File: config.mk
export PLATFORM = sky130hd
export DESIGN_NAME = qrs_peak_locator
export DESIGN_NICKNAME = d
export VERILOG_FILES = /design/src/rtl/qrs_peak_locator.sv
export SDC_FILE = /design/constraint.sdc
export NUM_CORES = 1
export LEC_CHECK = 0
export ABC_AREA = 1
export ABC_CLOCK_PERIOD_IN_PS = 2750
export BUFFER_PORTS_ARGS = -buffer_cell sky130_fd_sc_hd__buf_4
export CORE_MARGIN = 1.5
export CORE_UTILIZATION = 50
export DETAILED_ROUTE_END_ITERATION = 16
export GPL_ROUTABILITY_DRIVEN = 0
export PLACE_DENSITY = 0.73
export SLEW_MARGIN = 0
export SYNTH_ARGS = -nofsm -noshare
export SYNTH_HDL_FRONTEND = slang
export SYNTH_SLANG_ARGS = --single-unit
File: constraint.sdc
create_clock -name i_clk -period 2.75 [get_ports i_clk]
set_input_delay 0.275 -clock i_clk [delete_from_list [all_inputs] [get_ports i_clk]]
set_output_delay 0.275 -clock i_clk [all_outputs]
set_load 0.05 [all_outputs]
File: src/rtl/qrs_peak_locator.sv
// R-peak locator: tracks the maximum sample inside each QRS window and, at window
// close, reports amplitude, timestamp, RR interval to the previous beat and beat count.
module qrs_peak_locator #(
  parameter int DATA_WIDTH     = 11,
  parameter int CTR_WIDTH      = 22,
  parameter int BEAT_CTR_WIDTH = 16
) (
  input  logic                             i_clk,
  input  logic                             i_nrst,
  input  logic                             i_ce,
  input  logic [CTR_WIDTH-1:0]             i_ctr,
  input  logic signed [DATA_WIDTH-1:0]     i_signal_in,
  input  logic                             i_qrs_win_active,
  output logic                             o_peak_valid,
  output logic signed [DATA_WIDTH-1:0]     o_peak_amp,
  output logic [CTR_WIDTH-1:0]             o_peak_time,
  output logic [CTR_WIDTH-1:0]             o_rr_interval,
  output logic                             o_rr_valid,
  output logic [BEAT_CTR_WIDTH-1:0]        o_beat_count
);

  typedef enum logic [1:0] {IDLE, SEARCH, REPORT} state_t;

  state_t                          state;
  logic                            have_sample;
  logic                            prev_valid;
  logic signed [DATA_WIDTH-1:0]    max_amp;
  logic [CTR_WIDTH-1:0]            max_time;
  logic [CTR_WIDTH-1:0]            prev_time;

  // Unsigned modular difference, so a counter wrap between beats still yields the true gap.
  function automatic logic [CTR_WIDTH-1:0] rr_delta(input logic [CTR_WIDTH-1:0] now_t,
                                                    input logic [CTR_WIDTH-1:0] prev_t);
    rr_delta = now_t - prev_t;
  endfunction

  function automatic logic [BEAT_CTR_WIDTH-1:0] sat_inc(input logic [BEAT_CTR_WIDTH-1:0] cnt);
    sat_inc = (&cnt) ? cnt : cnt + 1'b1;
  endfunction

  always_ff @(posedge i_clk) begin
    if (!i_nrst) begin
      state         <= IDLE;
      have_sample   <= 1'b0;
      prev_valid    <= 1'b0;
      max_amp       <= '0;
      max_time      <= '0;
      prev_time     <= '0;
      o_peak_valid  <= 1'b0;
      o_peak_amp    <= '0;
      o_peak_time   <= '0;
      o_rr_interval <= '0;
      o_rr_valid    <= 1'b0;
      o_beat_count  <= '0;
    end else begin
      o_peak_valid <= 1'b0;
      case (state)
        IDLE: begin
          if (i_qrs_win_active) begin
            state <= SEARCH;
            if (i_ce) begin
              max_amp     <= i_signal_in;
              max_time    <= i_ctr;
              have_sample <= 1'b1;
            end else begin
              have_sample <= 1'b0;
            end
          end
        end
        SEARCH: begin
          if (i_qrs_win_active) begin
            // Strict compare keeps the earliest sample on ties.
            if (i_ce && (!have_sample || (i_signal_in > max_amp))) begin
              max_amp     <= i_signal_in;
              max_time    <= i_ctr;
              have_sample <= 1'b1;
            end
          end else if (have_sample) begin
            state         <= REPORT;
            o_peak_valid  <= 1'b1;
            o_peak_amp    <= max_amp;
            o_peak_time   <= max_time;
            o_rr_interval <= rr_delta(max_time, prev_time);
            o_rr_valid    <= prev_valid;
            o_beat_count  <= sat_inc(o_beat_count);
            prev_time     <= max_time;
            prev_valid    <= 1'b1;
          end else begin
            state <= IDLE;
          end
        end
        REPORT: begin
          // Samples in this cycle are dropped; the detector's refractory gap makes that harmless.
          state <= IDLE;
        end
        default: state <= IDLE;
      endcase
    end
  end

endmodule

==> metrics.md, run 1 <==
| Metric | Value |
|---|---|
| Outcome | complete, no violations |
| Vias per cell | 5.17 |
| Largest fanout on the critical path | 4 |
| Leakage | 3.49 nW |
| Final setup vio count | 0 |
| Htree depth | 3 |
| Most area-consuming cells after synthesis | dfxtp_1, inv_1, nand2_1 |
| Worst-margin pin slew | 0.775 ns |
| Synth unique cells | 41 |
| Area after DPL | 6970 sq um |
| Top cell type by total area after synthesis | dfxtp_1 |
| Vias in the first global route | 4984 |
| DIE HEIGHT | 113 um |
| Share of the clock period used by the worst path | 89.1% |
| Drt drc | 0 |
| Critical Path RT | 3.00 ns |
| Vias | 5681 |
| Initial antenna violation count | 0 |
| Top cell type's share of synthesized area | 36.1% |
| GRT overflow | 0 |
| Pre-Repair DR Iteration Count | 5 |
| Footprint of the multi-input gates | 3190 sq um |
| Net count, final | 1017 |
| Syn_nets | 929 |
| IO buf count | 109 |
| Syn. warnings | 0 |
| Placed Cells | 1082 |
| Mapped Area | 6100 sq um |
| Max cap viols | 0 |
| Flop2flop setup slack | 0.30 ns |
| Setup crit start kind | register |
| Max_slew headroom | 48.3% |
| CP arrival | 2.70 ns |
| Tot GR Track Use | 22.9% |
| Register area | 2200 sq um |
| Overall Power | 3.99 mW |
| Final Instance Area | 7270 sq um |
| Routed wire length per instance | 13.1 um |
| Cts bufs inserted | 9 |
| Synth Instances | 858 |
| CTS root buffer | clkbuf_16 |
| Fillcell total | 1152 |
| Antenna Cells | 0 |
| Die width | 113 um |
| Cts repair resizes | 0 |
| Clock skew | 0.00912 ns |
| Dpl hpwl | 10.6 mm |
| # rows | 40 |
| Reg2Reg Launch Point | max_time[0] |
| Layout area overhead | 19.2% |
| Core area | 12000 sq um |
| Initial Util | 51.0% |
| Syn avg cell area | 7.11 sq um |
| Sink Count | 110 |
| RSZ-0062 raised after global routing | no |
| Final WL | 14.4 mm |
| Final Hold Viols | 0 |
| Hold Crit Start | i_ce |
| 1st-iter DRT viols | 473 |
| Layout cell share with drive strength beyond 1 | 18.9% |
| PD cells | 549 nW/um^2 |
| CP Launch Point | max_time[0] |
| Yosys reg bits | 110 |
| Later-pin clock latency in the skew report | 0.35 ns |
| Register area share after synthesis | 36.1% |
| Commonest non-fill, non-tap cell in the layout | inv_1 |
| Global-route wire length before repair | 23.8 mm |
| Maximum clock frequency | 408 MHz |
| Crit path capture type | register |
| Final ANT Viol Nets | 0 |
| Kind of critical path | register to register |
| Final number of max-transition violations | 0 |
| Ports | 110 |
| Layout Cells excl Fill | 1098 |
| CTS tree | done |
| Peak VDD IR | 0.000249 V |
| Largest net degree at the start of global routing | 67 |
| Hold_buf cts | 0 |
| Core Util, Final | 60.8% |
| Setup TNS | 0 ns |
| CTS clk-pin slew, worst paths | 0.07 ns |
| Clock buffer depth | 2 |
| Fin crit period | 2.45 ns |
| Min-Delay Path Class | input pin to register |
| Commonest cells after routing, fill and taps aside | inv_1, nand2_1, buf_4 |
| Die area | 12900 sq um |
| Setup repair bufs after CTS | 0 |
where the power goes:
group | internal (mW) | leakage [nW] | total [mW] | switching (mW)
clock | 0.732 | 0.146 | 1.31 | 0.582
combinational | 0.353 | 2.45 | 0.963 | 0.611
sequential | 1.66 | 0.896 | 1.71 | 0.0541
total | 2.74 | 3.49 | 3.99 | 1.25
path summary, 6_finish.rpt:
path                       end  cells past startpoint
max          o_rr_interval[16]                     13
min                have_sample                      3
max reg2reg  o_rr_interval[16]                     13
min reg2reg         prev_valid                      2
cells by family (layout without fill, tap and decap cells):
family | count (synthesis) | after routing | synth area share, %
XOR/XNOR | 16 | 16 | 2.30
AO/OA/AOI/OAI | 199 | 199 | 19.3
buffers and inverters | 170 | 263 | 11.6
flip-flops | 110 | 110 | 36.1
adder cells (fa/ha/maj) | 34 | 34 | 7.10
AND/OR/NAND/NOR | 329 | 329 | 23.6
metrics by stage:
step,setup slack (ns),hold WS [ns]
detailed placement,0.365,0.463
finish,0.301,0.230
floorplan,0.421,0.441
global route,0.137,0.237
global placement,0.407,0.452
CTS,0.341,0.224
worst max-delay path, cell delays in order (launching register included):
cell and delay (ns):
dfxtp_1 0.35, inv_1 0.06, ha_1 0.22, fa_1 0.40, inv_1 0.09, nand3_1 0.07
nand2_1 0.15, a21boi_0 0.16, o21ai_0 0.37, nand3_1 0.16, nand3_1 0.10, nand3_1 0.08
nand2_1 0.09, inv_1 0.04
state kept, by name, summed over array words and instances (netlist names):
register and cells:
prev_time 22, max_amp 11, o_peak_amp 11, state 2
have_sample 1, max_time 22, o_peak_valid 1, o_rr_interval 22
prev_valid 1, o_beat_count 16, o_rr_valid 1
area by class of cell:
| class | count | share of cell area, % |
|---|---|---|
| Clock buffer | 11 | 3.34 |
| Tap cell | 147 | 2.53 |
| Inverter | 131 | 6.77 |
| Clock inverter | 5 | 0.775 |
| Sequential cell | 110 | 30.3 |
| Multi-Input combinational cell | 578 | 44.0 |
| Timing Repair Buffer | 116 | 12.3 |
synth_stat cells, drive strengths merged:
cell type and n:
buf 15, a21o 3, nand4 14, nor3 6
o31ai 1, or2 3, o211ai 4, inv 131
clkbuf 24, o21bai 8, a31oi 4, a21boi 3
xnor2 5, fa 1, nor4 4, and3 2
nand3 66, a21oi 106, nand2 121, dfxtp 110
nor3b 1, o21ai 67, o21a 1, and2 1
ha 33, xor2 11, nor2 111, a211oi 2
per-layer routing:
layer	share of wire, %	track usage [%]	vias to the layer above
li1	-	-	2977
met4	2.5	9.25	0
met1	50	33.3	2511
met5	0	0	-
met3	5.9	3.93	25
met2	42	33.7	168
No activity file was read; power rests on OpenSTA's default activity.
==> run 2, diff against run 1 <==
--- a/config.mk
+++ b/config.mk
@@ -9,11 +9,10 @@
 export ABC_CLOCK_PERIOD_IN_PS = 2750
 export BUFFER_PORTS_ARGS = -buffer_cell sky130_fd_sc_hd__buf_4
 export CORE_MARGIN = 1.5
-export CORE_UTILIZATION = 50
+export CORE_UTILIZATION = 47
 export DETAILED_ROUTE_END_ITERATION = 16
 export GPL_ROUTABILITY_DRIVEN = 0
-export PLACE_DENSITY = 0.73
-export SLEW_MARGIN = 0
+export PLACE_DENSITY = 0.66
 export SYNTH_ARGS = -nofsm -noshare
 export SYNTH_HDL_FRONTEND = slang
 export SYNTH_SLANG_ARGS = --single-unit
==> run 2 against run 1 <==
Clock skew is essentially flat. Largest power group unchanged. Sequential power about the same. Sequential share of layout area fell by 0.28 points. Routed wire length rose by 1.1%. Clock power increased by 9%. Worst setup slack gained 0.047 ns.
==> metrics.md, run 2 (synthesis results as in run 1) <==
| Metric | Value |
|---|---|
| Outcome | complete, no violations |
| RSZ-0062 raised after global routing | no |
| Kind of critical path | register to register |
| Peak VDD IR | 0.000249 V (about the same) |
| Dpl hpwl | 10.8 mm (+1.7%) |
| Final setup vio count | 0 (unchanged) |
| Largest net degree at the start of global routing | 60 (-10%) |
| CP max-delay cell | fa_1 |
| Critical Path RT | 3.05 ns (+0.05 ns) |
| Maximum clock frequency | 416 MHz (+2.0%) |
| Commonest non-fill, non-tap cell in the layout | inv_1 |
| Die area | 13700 sq um (+6.2%) |
| Final number of max-transition violations | 0 (unchanged) |
| Ports | 110 (unchanged) |
| FF-to-FF path depth | 13 (unchanged) |
| 1st-iter DRT viols | 265 (-44%) |
| Initial antenna violation count | 0 (unchanged) |
| Worst-margin pin slew | 0.756 ns (-0.0188 ns) |
| Final WL | 14.6 mm (+1.1%) |
| Routed wire length per instance | 13.0 um (-1.0%) |
| Setup repair bufs after CTS | 0 (unchanged) |
| Min-Delay Path Class | input pin to register |
| Worst hold stages | 3 (unchanged) |
| Setup TNS | 0 ns (unchanged) |
| Tot GR Track Use | 22.1% (-0.78 points) |
| Sink Count | 110 (unchanged) |
| Largest fanout on the critical path | 4 (unchanged) |
| Vias in the first global route | 4660 (-6.5%) |
| CP Launch Point | max_time[0] |
| Share of the clock period used by the worst path | 87.4% (-1.7 points) |
| End point of the critical path | o_rr_interval[16] |
| Htree depth | 3 (unchanged) |
| Crit-path leading delay family | compound AO/OA/AOI/OAI gates |
| Hold_buf cts | 0 (unchanged) |
| Layout area overhead | 20.3% |
| Cts bufs inserted | 9 (unchanged) |
| Core area | 12600 sq um (+5.5%) |
| Vias per cell | 4.97 (-4.0%) |
| Global-route wire length before repair | 23.6 mm (-0.52%) |
| Pre-Repair DR Iteration Count | 5 (unchanged) |
| Top flop regs | max_time x22, o_rr_interval x22, prev_time x22 |
| Later-pin clock latency in the skew report | 0.35 ns (about the same) |
| Drt drc | 0 (unchanged) |
| Max cap viols | 0 (unchanged) |
| Final Hold Viols | 0 (unchanged) |
| Worst-path cell chain | inv_1 > ha_1 > fa_1 > inv_1 > nand3_1 > nand2_1 > a21boi_0 > o21ai_0 > nand3_1 > a21o_1 > nand3_1 > nand2_1 > inv_1 |
| # rows | 41 (+2.5%) |
| Initial Util | 48.3% (-2.7 points) |
| Clock buffer depth | 2 (unchanged) |
| CTS root buffer | clkbuf_16 |
| Crit path capture type | register |
| CTS tree | done |
| Max_slew headroom | 49.5% (+1.3 points) |
| Crit path largest cell delay | 0.41 ns (about the same) |
| Overall Power | 4.10 mW (+2.9%) |
| Cts repair resizes | 0 (unchanged) |
| Reg2Reg Launch Point | max_time[0] |
| IO buf count | 109 (unchanged) |
| CP arrival | 2.71 ns (about the same) |
| Reg2reg end | o_rr_interval[16] |
| PD cells | 559 nW/um^2 (+1.9%) |
| DIE HEIGHT | 117 um (+3.1%) |
| Antenna Cells | 0 (unchanged) |
| Clock skew | 0.00926 ns (+0.000134 ns) |
| Net count, final | 1016 (-0.098%) |
| Flop2flop setup slack | 0.35 ns (+0.05 ns) |
| Fin crit period | 2.40 ns (-0.0470 ns) |
| Commonest cells after routing, fill and taps aside | inv_1, nand2_1, buf_4 |
| Final ANT Viol Nets | 0 (unchanged) |
| CP bufs+invs | 3 (unchanged) |
| CTS clk-pin slew, worst paths | 0.07 ns (about the same) |
| Die width | 117 um (+3.1%) |
| Vias | 5573 (-1.9%) |
| Crit. path cell count | 13 (unchanged) |
| Leakage | 3.51 nW (+0.62%) |
| GRT overflow | 0 (unchanged) |
| Layout cell share with drive strength beyond 1 | 18.9% (+0.020 points) |
| Setup crit start kind | register |
## run 2: layout make-up
cell class	count	area, sq um
Clock buffer	11	253
Clock inverter	5	78.8
Fill cell	1291	5280
Inverter	131	492
Multi-Input combinational cell	578	3190
Sequential cell	110	2200
Tap cell	172	215
Timing Repair Buffer	115	901
## run 2: metal layers
metal	routed length [um]	part of all wire (%)	vias up	track usage (%)
met2	6030	41	136	30.7
met3	792	5.4	13	3.96
met5	0	0	-	0
li1	-	-	2965	-
met1	7530	52	2459	33.8
met4	233	1.6	0	7.95
## run 2: worst register-to-register path, delay by kind of cell, from the launching register on
family          cells  cell delay (ns)
simple gates        5             0.51
buf+inv             3             0.19
fa+ha+maj           2             0.64
flops               1             0.34
compound gates      3             0.68
## run 2: where the power goes
group | switching (mW) | total, mW | internal (mW)
logic | 0.613 | 0.966 | 0.353
registers | 0.0537 | 1.71 | 1.66
clock network | 0.579 | 1.43 | 0.848
total | 1.24 | 4.10 | 2.86
## run 2: metrics by stage
step	hold slack (ns)	util, %	cells	cell area [sq um]	worst slack, ns
floorplan	0.441	-	858	6100	0.421
global placement	0.452	55.5	1106	7000	0.416
detailed placement	0.465	55.5	1106	7000	0.368
CTS	0.208	58.1	1122	7340	0.345
global route	0.223	58.1	1122	7340	0.125
finish	0.220	58.1	1122	7340	0.348
## run 2: worst min path at each step
stage | from | slack [ns] | endpoint
floorplan | prev_valid | 0.44 | prev_valid
global placement | prev_valid | 0.45 | prev_valid
detailed placement | prev_valid | 0.47 | prev_valid
CTS | i_ce | 0.21 | have_sample
global route | i_ce | 0.22 | have_sample
finish | i_ce | 0.22 | have_sample
